**src/rtl/boneless_ext_timer.sv**
```systemverilog
// boneless_ext_timer: programmable down-counting timer on the Boneless external bus.
// Decodes a 4-word window at BASE (CTRL, RELOAD, COUNT, STATUS), returns read data
// one cycle after the read strobe (zero when not selected) and raises irq on expiry.
module boneless_ext_timer #(
    parameter logic [15:0] BASE         = 16'h0000,
    parameter logic [15:0] RESET_RELOAD = 16'hFFFF
) (
    input  logic        clk,
    input  logic        rst,
    input  logic [15:0] ext_adr,
    input  logic        ext_re,
    input  logic        ext_we,
    input  logic [15:0] ext_dat_w,
    output logic [15:0] ext_dat_r,
    output logic        irq
);

    typedef enum logic {
        ST_STOPPED = 1'b0,
        ST_RUNNING = 1'b1
    } state_t;

    state_t      r_state;
    state_t      w_state_next;

    logic        r_mode;
    logic        r_irq_en;
    logic [7:0]  r_psc;
    logic [15:0] r_reload;
    logic [15:0] r_count;
    logic        r_pend;
    logic [7:0]  r_prescaler;
    logic [15:0] r_dat_r;
    logic        r_irq;

    logic        w_sel;
    logic [1:0]  w_idx;
    logic        w_wr_ctrl;
    logic        w_wr_reload;
    logic        w_wr_count;
    logic        w_wr_status;
    logic        w_running;
    logic        w_tick;
    logic        w_expiry;
    logic        w_pend_next;
    logic        w_irq_en_next;
    logic [15:0] w_rd_data;

    // Address decode and write strobes per register
    always_comb begin
        w_sel       = (ext_adr[15:2] == BASE[15:2]);
        w_idx       = ext_adr[1:0];
        w_wr_ctrl   = ext_we && w_sel && (w_idx == 2'd0);
        w_wr_reload = ext_we && w_sel && (w_idx == 2'd1);
        w_wr_count  = ext_we && w_sel && (w_idx == 2'd2);
        w_wr_status = ext_we && w_sel && (w_idx == 2'd3);
    end

    // State register: EN bit of CTRL is the run state
    always_ff @(posedge clk or posedge rst) begin
        if (rst) begin
            r_state <= ST_STOPPED;
        end else begin
            r_state <= w_state_next;
        end
    end

    // Next state: CTRL write takes priority, one-shot expiry stops the timer
    always_comb begin
        w_state_next = r_state;
        if (w_wr_ctrl) begin
            w_state_next = ext_dat_w[0] ? ST_RUNNING : ST_STOPPED;
        end else if (w_expiry && !r_mode) begin
            w_state_next = ST_STOPPED;
        end
    end

    // State outputs: tick and expiry qualifiers (a COUNT write suppresses expiry)
    always_comb begin
        w_running = (r_state == ST_RUNNING);
        w_tick    = w_running && (r_prescaler == r_psc);
        w_expiry  = w_tick && !w_wr_count && (r_count == 16'h0000);
    end

    // Next PEND / IRQ_EN, shared by PEND and the registered irq (set beats clear)
    always_comb begin
        w_pend_next = r_pend;
        if (w_expiry) begin
            w_pend_next = 1'b1;
        end else if (w_wr_status && ext_dat_w[0]) begin
            w_pend_next = 1'b0;
        end
        w_irq_en_next = w_wr_ctrl ? ext_dat_w[2] : r_irq_en;
    end

    // CTRL fields other than EN, and RELOAD
    always_ff @(posedge clk or posedge rst) begin
        if (rst) begin
            r_mode   <= 1'b0;
            r_irq_en <= 1'b0;
            r_psc    <= '0;
            r_reload <= RESET_RELOAD;
        end else begin
            if (w_wr_ctrl) begin
                r_mode   <= ext_dat_w[1];
                r_irq_en <= ext_dat_w[2];
                r_psc    <= ext_dat_w[15:8];
            end
            if (w_wr_reload) begin
                r_reload <= ext_dat_w;
            end
        end
    end

    // Prescaler: cleared on EN 0->1, wraps on tick, frozen while stopped
    always_ff @(posedge clk or posedge rst) begin
        if (rst) begin
            r_prescaler <= '0;
        end else if (w_wr_ctrl && ext_dat_w[0] && !w_running) begin
            r_prescaler <= '0;
        end else if (w_tick) begin
            r_prescaler <= '0;
        end else if (w_running) begin
            r_prescaler <= r_prescaler + 8'd1;
        end
    end

    // Counter: bus write wins over tick; expiry reloads (periodic) or holds at 0
    always_ff @(posedge clk or posedge rst) begin
        if (rst) begin
            r_count <= '0;
        end else if (w_wr_count) begin
            r_count <= ext_dat_w;
        end else if (w_tick) begin
            if (r_count != 16'h0000) begin
                r_count <= r_count - 16'd1;
            end else if (r_mode) begin
                r_count <= r_reload;
            end
        end
    end

    // Pending flag and registered interrupt
    always_ff @(posedge clk or posedge rst) begin
        if (rst) begin
            r_pend <= 1'b0;
            r_irq  <= 1'b0;
        end else begin
            r_pend <= w_pend_next;
            r_irq  <= w_pend_next & w_irq_en_next;
        end
    end

    // Read mux over pre-edge register values
    always_comb begin
        w_rd_data = '0;
        case (w_idx)
            2'd0:    w_rd_data = {r_psc, 5'b00000, r_irq_en, r_mode, w_running};
            2'd1:    w_rd_data = r_reload;
            2'd2:    w_rd_data = r_count;
            default: w_rd_data = {15'h0000, r_pend};
        endcase
    end

    // Registered read data, zero unless a selected read happened last cycle
    always_ff @(posedge clk or posedge rst) begin
        if (rst) begin
            r_dat_r <= '0;
        end else begin
            r_dat_r <= (ext_re && w_sel) ? w_rd_data : 16'h0000;
        end
    end

    assign ext_dat_r = r_dat_r;
    assign irq       = r_irq;

endmodule

```
**config.mk**
```make
export PLATFORM = sky130hd
export DESIGN_NAME = boneless_ext_timer
export DESIGN_NICKNAME = d
export VERILOG_FILES = /design/src/rtl/boneless_ext_timer.sv
export SDC_FILE = /design/constraint.sdc
export NUM_CORES = 1
export LEC_CHECK = 0
export BUFFER_PORTS_ARGS = -buffer_cell sky130_fd_sc_hd__buf_4
export CAP_MARGIN = 20
export CORE_ASPECT_RATIO = 0.7
export CORE_UTILIZATION = 52
export CTS_CLUSTER_DIAMETER = 80
export CTS_CLUSTER_SIZE = 12
export DETAILED_ROUTE_END_ITERATION = 16
export GPL_ROUTABILITY_DRIVEN = 1
export PLACE_DENSITY = 0.81
export SLEW_MARGIN = 20
export SYNTH_ARGS = -nofsm -noshare
export SYNTH_HDL_FRONTEND = slang
export SYNTH_SLANG_ARGS = --single-unit
```
**constraint.sdc**
```tcl
create_clock -name clk -period 2.2 [get_ports clk]
set_clock_uncertainty 0.05 [all_clocks]
set_input_delay 0.22 -clock clk [delete_from_list [all_inputs] [get_ports clk]]
set_output_delay 0.22 -clock clk [all_outputs]
set_load 0.05 [all_outputs]
```
Word level (Yosys, flattened, before mapping)
Cells that the tools add are included.
{ "classes": {"n_addsub": 2, "eq_ne": 4, "n_mux": 15, "bitwise_logic": 1, "reduce_logical": 25} }
{ "ops": {"columns": ["op", "count"], "rows": [
  ["16-bit two-way mux", 5],
  ["16-bit one-hot mux with 3 select lines", 1],
  ["8-bit two-way mux", 3],
  ["16-bit zero test", 1],
  ["16-bit nonzero test", 1],
  ["16-bit by 1-bit subtractor with 16-bit output (second input constant)", 1],
  ["14-bit zero test", 1],
  ["1-bit logical AND", 13],
  ["8-bit by 1-bit adder with 8-bit output (second input constant)", 1],
  ["8-bit == test", 1],
  ["1-bit two-way mux", 6],
  ["3-bit nonzero test", 2],
  ["2-bit == test (second input constant)", 2],
  ["2-bit nonzero test", 2],
  ["1-bit zero test", 3],
  ["2-bit by 1-bit == test with 1-bit output (second input constant)", 1],
  ["2-bit zero test", 1],
  ["2-bit AND reduction", 1],
  ["1-bit AND", 1]
]} }
{ "totals": {"register_bits": 69, "input_bits": 36, "output_inout_bits": 17, "elab_cells": 57} }

Longest topological paths before layout
Gate-level depths: netlist of run 1.
{ "logic_depth": {"word_depth": 9, "mapped_depth": 8, "ltp_nobuf": 7} }

Worst setup path after synthesis of run 1
Ideal clock, no wire load.
{ "synth_path": {"path_kind": "register to register", "from": "register r_count[0]", "to": "register r_count[9]", "arrival_ns": 2.056, "slack_ns": -0.036, "stages_incl_launch_ff": 8, "path_buffers": 0, "cell_sequence": "dfrtp_1 > inv_1 > ha_1 > or4b_2 > or4_1 > a31o_2 > nand4b_1 > nand3_1"} }
{ "synth_via": {"elab_chain_cells": 4} }
{ "synth_lines": {"columns": ["item", "line", "text"], "rows": [
  ["start: declaration", "30", "logic [15:0] r_count;"],
  ["start signal: assignment", "133", "r_count <= ext_dat_w;"],
  ["start signal: assignment", "136", "r_count <= r_count - 16'd1;"],
  ["start signal: assignment", "138", "r_count <= r_reload;"],
  ["16-bit by 1-bit subtractor with 16-bit output or 16-bit nonzero test (tied branches)", "136, 135", null],
  ["16-bit two-way mux", "135", "if (r_count != 16'h0000) begin"],
  ["16-bit two-way mux", "134", "end else if (w_tick) begin"],
  ["16-bit two-way mux", "132", "end else if (w_wr_count) begin"]
]} }
Several ways; a longest one is shown, not always the timed one. The select of a mux whose other input is x is not followed.
A chain may end at the register's enable or synchronous reset.

Worst setup path after layout of run 1
{ "layout_path": {"from": "register r_count[13]", "to": "register r_count[10]"} }
{ "layout_via": {"elab_chain_cells": 4} }
{ "layout_lines": {"columns": ["item", "line"], "rows": [
  ["16-bit nonzero test (*)", "135"],
  ["16-bit two-way mux", "135"],
  ["16-bit two-way mux", "134"],
  ["16-bit two-way mux", "132"]
]} }
Every way passes the cells marked *; elsewhere a longest branch is shown, timed or not. The select of a mux whose other input is x is not followed.

==> impl_metrics.csv, run 1 <==
group,metric,value,unit
placement,io_buffer_count,52,
drt,antenna_left,0,
layout,seqCellArea,0.00175,sq mm
cts,numCtsBuffers,9,
synthesis,synthFlopType,"dfrtp_1",
setup_path,cp_num_buf_inv,2,
setup_path,path_cells,"or4_4, nor4_4, buf_4, buf_4, nand4b_1, nor4b_1, a211o_1",
layout,finalNetCount,528,
layout,drive_gt1_frac,0.393,
placement,dp.cells,571,
global_routing,grtUsageTotal,0.316,
floorplanning,chipWidth,106,microns
floorplanning,initial_core_util,0.538,
setup_path,start_kind,"flip-flop",
setup_path,slowest_stage,"or4_4",
sta,worstMarginPinSlew,0.757,ns
floorplanning,rows,26,
layout,syn2layout_area_growth,30.4,%
sta,worst_slack,0.00915,ns
synthesis,synth_area,0.00394,sq mm
cts,clockBufferDepth,2,
worst_hold_path,hp-class,"in -> reg",
global_routing,grt_max_degree,70,
power,leakagePower,2.25,nW
setup_path,critical_path_arrival,2.39,ns
floorplanning,die_y,74.8,microns
cts,htree_levels,3,
synthesis,synthesis.nets,432,
synthesis,synth_area_leader_cell,"dfrtp_1",
cts,root_buffer,"clkbuf_8",
cts,clk_pin_slew,0.08,ns
power,ir_drop,298,uV
setup_path,critPathRequiredTime,2.40,ns
layout,num_antenna_cells,0,
global_routing,grt_pass1_wl,18500,microns
global_routing,first_global_vias,3526,
cts,worstSkewPairLatency,0.36,ns
setup_path,worstSetupPathType,"reg -> reg",
drt,initialDrtViolationCount,252,
setup_path,rr_worst_depth,7,
sta,setup_viol,0,
global_routing,grt-ovfl-total,0,
drt,drt_wl_total,11800,microns
synthesis,synth.avg_cell_area,10.0,sq um
synthesis,ys_async_sr_fraction,1.00,
placement,pre_cts_ws,-0.0326,ns
synthesis,synth_top_area_frac,0.337,
setup_path,path_depth,7,
sta,max_freq,0.456,GHz
synthesis,ys_ff_latch,69,
synthesis,synthTopCellsByArea,"dfrtp_1 (34%), dfstp_2 (11%), mux2_2 (7.1%)",
placement,gp_congestion,0.977,
setup_path,cp_max_fo,4,
layout,final_util,0.702,
sta,max_slew_margin,0.495,
synthesis,synth_most_common_cell,"dfrtp_1",
drt,dr_wl_met2,5320,microns
sta,post-route-period-util,0.996,
cts,cts_tree,"built",
layout,multi_input_area,0.00213,sq mm
setup_path,crit_top_cell,"buf_4",
layout,final_cells,592,
sta,slew_viol_final,0,
synthesis,netlist_instances,393,
layout,fillers,570,
drt,route.met3.wl,910,microns
setup_path,crit_family,"simple AND/OR/NAND/NOR gates",
synthesis,synth-seq-area-share,0.444,
drt,drc_errors,0,
sta,hold_viol,0,
drt,drt-met1-wl,5300,microns
synthesis,synth_cell_types,63,
drt,top_layer_used,"met4",
setup_path,end_kind,"flip-flop",
synthesis,yosys_warnings,0,
placement,hpwl,8630,microns
setup_path,cpPeakStageDelay,0.58,ns
drt,wl_per_cell,19.9,microns
setup_path,r2r_slack,0.009,ns
synthesis,synth-edff-count,0,
power,p_per_area,517,mW/mm^2
drt,drt-pass1-iter-count,5,
cts,cts.sinks,69,
sta,period_minus_slack,2.19,ns
floorplanning,die_area,0.00793,sq mm
synthesis,synth.top_cells.by_count,"dfrtp_1 (53), nor2_1 (35), mux2_2 (25)",
drt,avgViaCountPerCell,6.22,
power,power,2.66,mW
floorplanning,core_region_area,0.00732,sq mm
drt,vias,3680,
outcome,outcome,"finished clean",
worst_hold_path,whs_path_depth,3,
flow_run,drv_cap,0,
floorplanning,ios,53,
sta,rsz0062_at_grt,"yes",
global_routing,antenna_found_initial,0,
[worst register-to-register path: stages, from the launching register on]
cell	delay, ns
dfrtp_1	0.39
or4_4	0.58
nor4_4	0.26
buf_4	0.18
buf_4	0.14
nand4b_1	0.09
nor4b_1	0.18
a211o_1	0.22
[power by group]
group / total, mW / leakage [nW] / switching [mW] / internal (mW)
sequential: 1.27 / 0.838 / 0.00216 / 1.27
clock: 1.25 / 0.123 / 0.499 / 0.748
combinational: 0.136 / 1.29 / 0.0736 / 0.0627
[layer usage]
layer	up-vias	track usage
li1	1679	-
met1	1818	0.432
met2	151	0.481
met3	32	0.0805
met4	0	0.144
met5	-	0
[path summary, 6_finish.rpt]
path / start / end
worst max-delay path: r_count[13] / r_count[10]
worst min-delay path: ext_dat_w[4] / r_count[4]
min in group asynchronous: rst / r_psc[0]
max in group asynchronous: rst / r_reload[15]
worst max register to register: r_count[13] / r_count[10]
worst min register to register: r_reload[1] / r_reload[1]
[logic make-up (layout without fill, tap and decap cells)]
logic type / Yosys count / after routing / share of synthesized area
DFF: 69 / 69 / 0.444
adders and majority gates: 3 / 3 / 0.00953
and+or+nand+nor: 143 / 143 / 0.205
buffers and inverters: 33 / 134 / 0.0356
muxes: 39 / 39 / 0.110
xor gates and xnor gates: 15 / 15 / 0.0334
AOI/OAI and AO/OA: 91 / 91 / 0.163
[state kept, by name, indices dropped and copies added (netlist names)]
name and count:
r_mode 1, r_irq_en 1, r_psc 8, r_count 16, r_state 1, ext_dat_r 16, irq 1, r_reload 16
r_pend 1, r_prescaler 8
[cells in the final DEF (no fill, tap or decap), types with 4 or more instances in the layout]
cell type  Yosys  final
dfrtp_1       53     53
nand4_1        8      8
nor3_1         6      4
o211ai_1      14     14
nand3b_1       5      5
xnor2_1       11     11
xor2_1         4      4
nand4b_1       5      5
nand2_1       21     21
mux2_2        25     25
nor2_1        35     35
nand3_1       12     12
nor2b_1        4      4
a21oi_1       13     12
a31oi_1       11     11
clkbuf_8       0      9
dfstp_2       16     16
nor4_1         9      7
and2_1         5      5
o31ai_1        4      4
and3_1         9      9
buf_4          0    108
o21ai_0       12     12
mux2i_1       13     13
a22oi_1        6      6
[through the flow]
| step | hold WS, ns | area (sq um) | TNS (ns) |
|---|---|---|---|
| after CTS | 0.0206 | 5040 | 0 |
| after detailed placement | 0.290 | 4790 | -0.0808 |
| after global placement | 0.278 | 4790 | -0.217 |
| final | 0.0311 | 5140 | 0 |
| after global routing | 0.0383 | 5140 | -0.110 |
| after floorplan | 0.285 | 3940 | 0 |
[what timing repair did]
item / 4_1_cts / 5_1_grt
hold buffers: 1 / 0
endpoints found under the setup margin: 5 / 16
setup buffers: 0 / 4
pin swaps: 0 / 2
endpoints found under the hold margin: 53 / 0
resized for setup: 3 / 13
[layout make-up]
| type | count | area share |
|---|---|---|
| Multi-Input combinational cell | 291 | 0.414 |
| Sequential cell | 69 | 0.340 |
| Inverter | 6 | 0.00438 |
| Timing Repair Buffer | 112 | 0.171 |
| Clock inverter | 7 | 0.0222 |
| Clock buffer | 9 | 0.0241 |
| Tap cell | 98 | 0.0239 |
Note: power is estimated with default switching activity, not from simulation.
==> run 2: changes to the inputs <==
==> constraint.sdc (replaced) <==
create_clock -name clk -period 2.2 [get_ports clk]
set_clock_uncertainty 0.05 [all_clocks]
set_input_delay 0.44 -clock clk [delete_from_list [all_inputs] [get_ports clk]]
set_output_delay 0.44 -clock clk [all_outputs]
set_load 0.05 [all_outputs]
==> run 2 against run 1 <==
  * Die area unchanged
  * Core utilization decreased by 0.10 points
  * Wire length decreased by 2.5%
  * Highest routed layer unchanged
  * Total power decreased by 7.8%
  * Design area decreased by 0.15%
==> impl_metrics.csv, run 2 (same netlist as run 1, synthesis figures left out) <==
group,metric,value,unit
global_routing,grt_pass1_wl,18100,microns
sta,period_minus_slack,2.16,ns
sta,setup_viol,0,
floorplanning,die_area,0.00793,sq mm
cts,worstSkewPairLatency,0.35,ns
drt,initialDrtViolationCount,331,
cts,clk_pin_slew,0.07,ns
power,leakagePower,2.24,nW
global_routing,grt_max_degree,70,
global_routing,grt-ovfl-total,0,
drt,drt_wl_total,11500,microns
layout,multi_input_area,0.00211,sq mm
worst_hold_path,hp-class,"in -> async",
drt,antenna_left,0,
drt,drc_errors,0,
layout,fillers,569,
floorplanning,core_region_area,0.00732,sq mm
sta,slew_viol_final,0,
sta,rsz0062_at_grt,"yes",
cts,cts.sinks,69,
setup_path,cp_max_fo,6,
setup_path,timing.rr.end,"irq",
drt,drt-pass1-iter-count,5,
drt,wl_per_cell,19.3,microns
cts,root_buffer,"clkbuf_8",
drt,vias,3638,
floorplanning,initial_core_util,0.538,
floorplanning,chipWidth,106,microns
cts,clockBufferDepth,2,
layout,syn2layout_area_growth,30.3,%
floorplanning,die_y,74.8,microns
cts,numCtsBuffers,9,
outcome,outcome,"finished clean",
cts,cts_tree,"built",
placement,io_buffer_count,52,
global_routing,grtUsageTotal,0.307,
layout,seqCellArea,0.00175,sq mm
layout,drive_gt1_frac,0.405,
setup_path,end_kind,"flip-flop",
global_routing,antenna_found_initial,0,
drt,avgViaCountPerCell,6.09,
flow_run,drv_cap,0,
setup_path,r2r_slack,0.04,ns
setup_path,rr_worst_depth,6,
sta,hold_viol,0,
global_routing,first_global_vias,3488,
sta,post-route-period-util,0.984,
setup_path,critical_path_arrival,2.39,ns
setup_path,timing.rr.start,"r_count[12]",
setup_path,worstSetupPathType,"reg -> reg",
placement,hpwl,8700,microns
layout,final_util,0.701,
layout,finalNetCount,533,
floorplanning,ios,53,
sta,fin_setup_tns,0,ns
setup_path,critPathRequiredTime,2.43,ns
layout,num_antenna_cells,0,
floorplanning,rows,26,
setup_path,start_kind,"flip-flop",
placement,gp_congestion,1.01,
power,p_per_area,477,mW/mm^2
sta,worstMarginPinSlew,0.585,ns
sta,max_slew_margin,0.610,
cts,htree_levels,3,
power,ir_drop,429,uV
sta,max_freq,0.462,GHz
layout,final_cell_mix,"buf_4 (111), dfrtp_1 (53), nor2_1 (34)",
layout,final_common_cell,"buf_4",
run 2: changes by cell type in the layout (fill, tap and decap cells not counted), sizes merged, moves of 2 or more:
cell,delta
clkinv,-2
bufinv,-2
clkinvlp,+4
buf,+6
run 2: worst max path at each step:
stage,from,to
final,r_count[12],irq
after global routing,r_count[12],irq
after global placement,r_count[0],r_count[11]
after CTS,r_count[6],r_count[7]
after detailed placement,r_count[0],r_state
after floorplan,ext_adr[3],r_mode
run 2: area by class of cell:
type,instances,share of cell area
multi-input combinational,291,0.412
sequential,69,0.341
timing repair buffer,117,0.179
clock buffer,10,0.0268
tap,98,0.0239
clock inverter,6,0.0122
inverter,6,0.00512
run 2: report_power, final:
part | internal (mW) | switching [mW] | leakage [nW]
registers | 1.27 | 0.00216 | 0.838
logic | 0.0640 | 0.0729 | 1.31
clock network | 0.549 | 0.489 | 0.0943
total | 1.88 | 0.564 | 2.24
run 2: per-stage QoR:
| stage | setup WS (ns) | power (mW) | std cells | cell area, sq um | hold slack [ns] |
|---|---|---|---|---|---|
| final | 0.0359 | 2.45 | 597 | 5130 | 0.127 |
| after global routing | -0.0240 | 2.54 | 597 | 5130 | 0.157 |
| after CTS | 0.0104 | 2.46 | 594 | 5030 | 0.151 |
| after detailed placement | 0.0215 | 1.43 | 578 | 4830 | 0.461 |
| after global placement | -0.0555 | 1.43 | 578 | 4830 | 0.431 |
| after floorplan | 0.0224 | 1.35 | 393 | 3950 | 0.415 |
run 2: metal layers:
metal	vias up	routed length (microns)	track usage	part of all wire
met5	-	0	0	0
li1	1678	-	-	-
met3	13	1030	0.0736	0.090
met2	174	5130	0.481	0.45
met4	0	84	0.0756	0.0073
met1	1773	5250	0.434	0.46
run 2: repair_timing:
action                                  CTS  global route
endpoints found under the setup margin    0            17
setup buffers                             0             3
hold buffers                              0             0
gates resized for setup                   0            21
run 2: worst max-delay path, cell delays in order, from the launching register on:
cell and delay, ns:
dfrtp_1 0.38, or4_4 0.57, nor4_4 0.32, buf_6 0.18, nand2_2 0.06, or3_1 0.36, a21boi_1 0.16
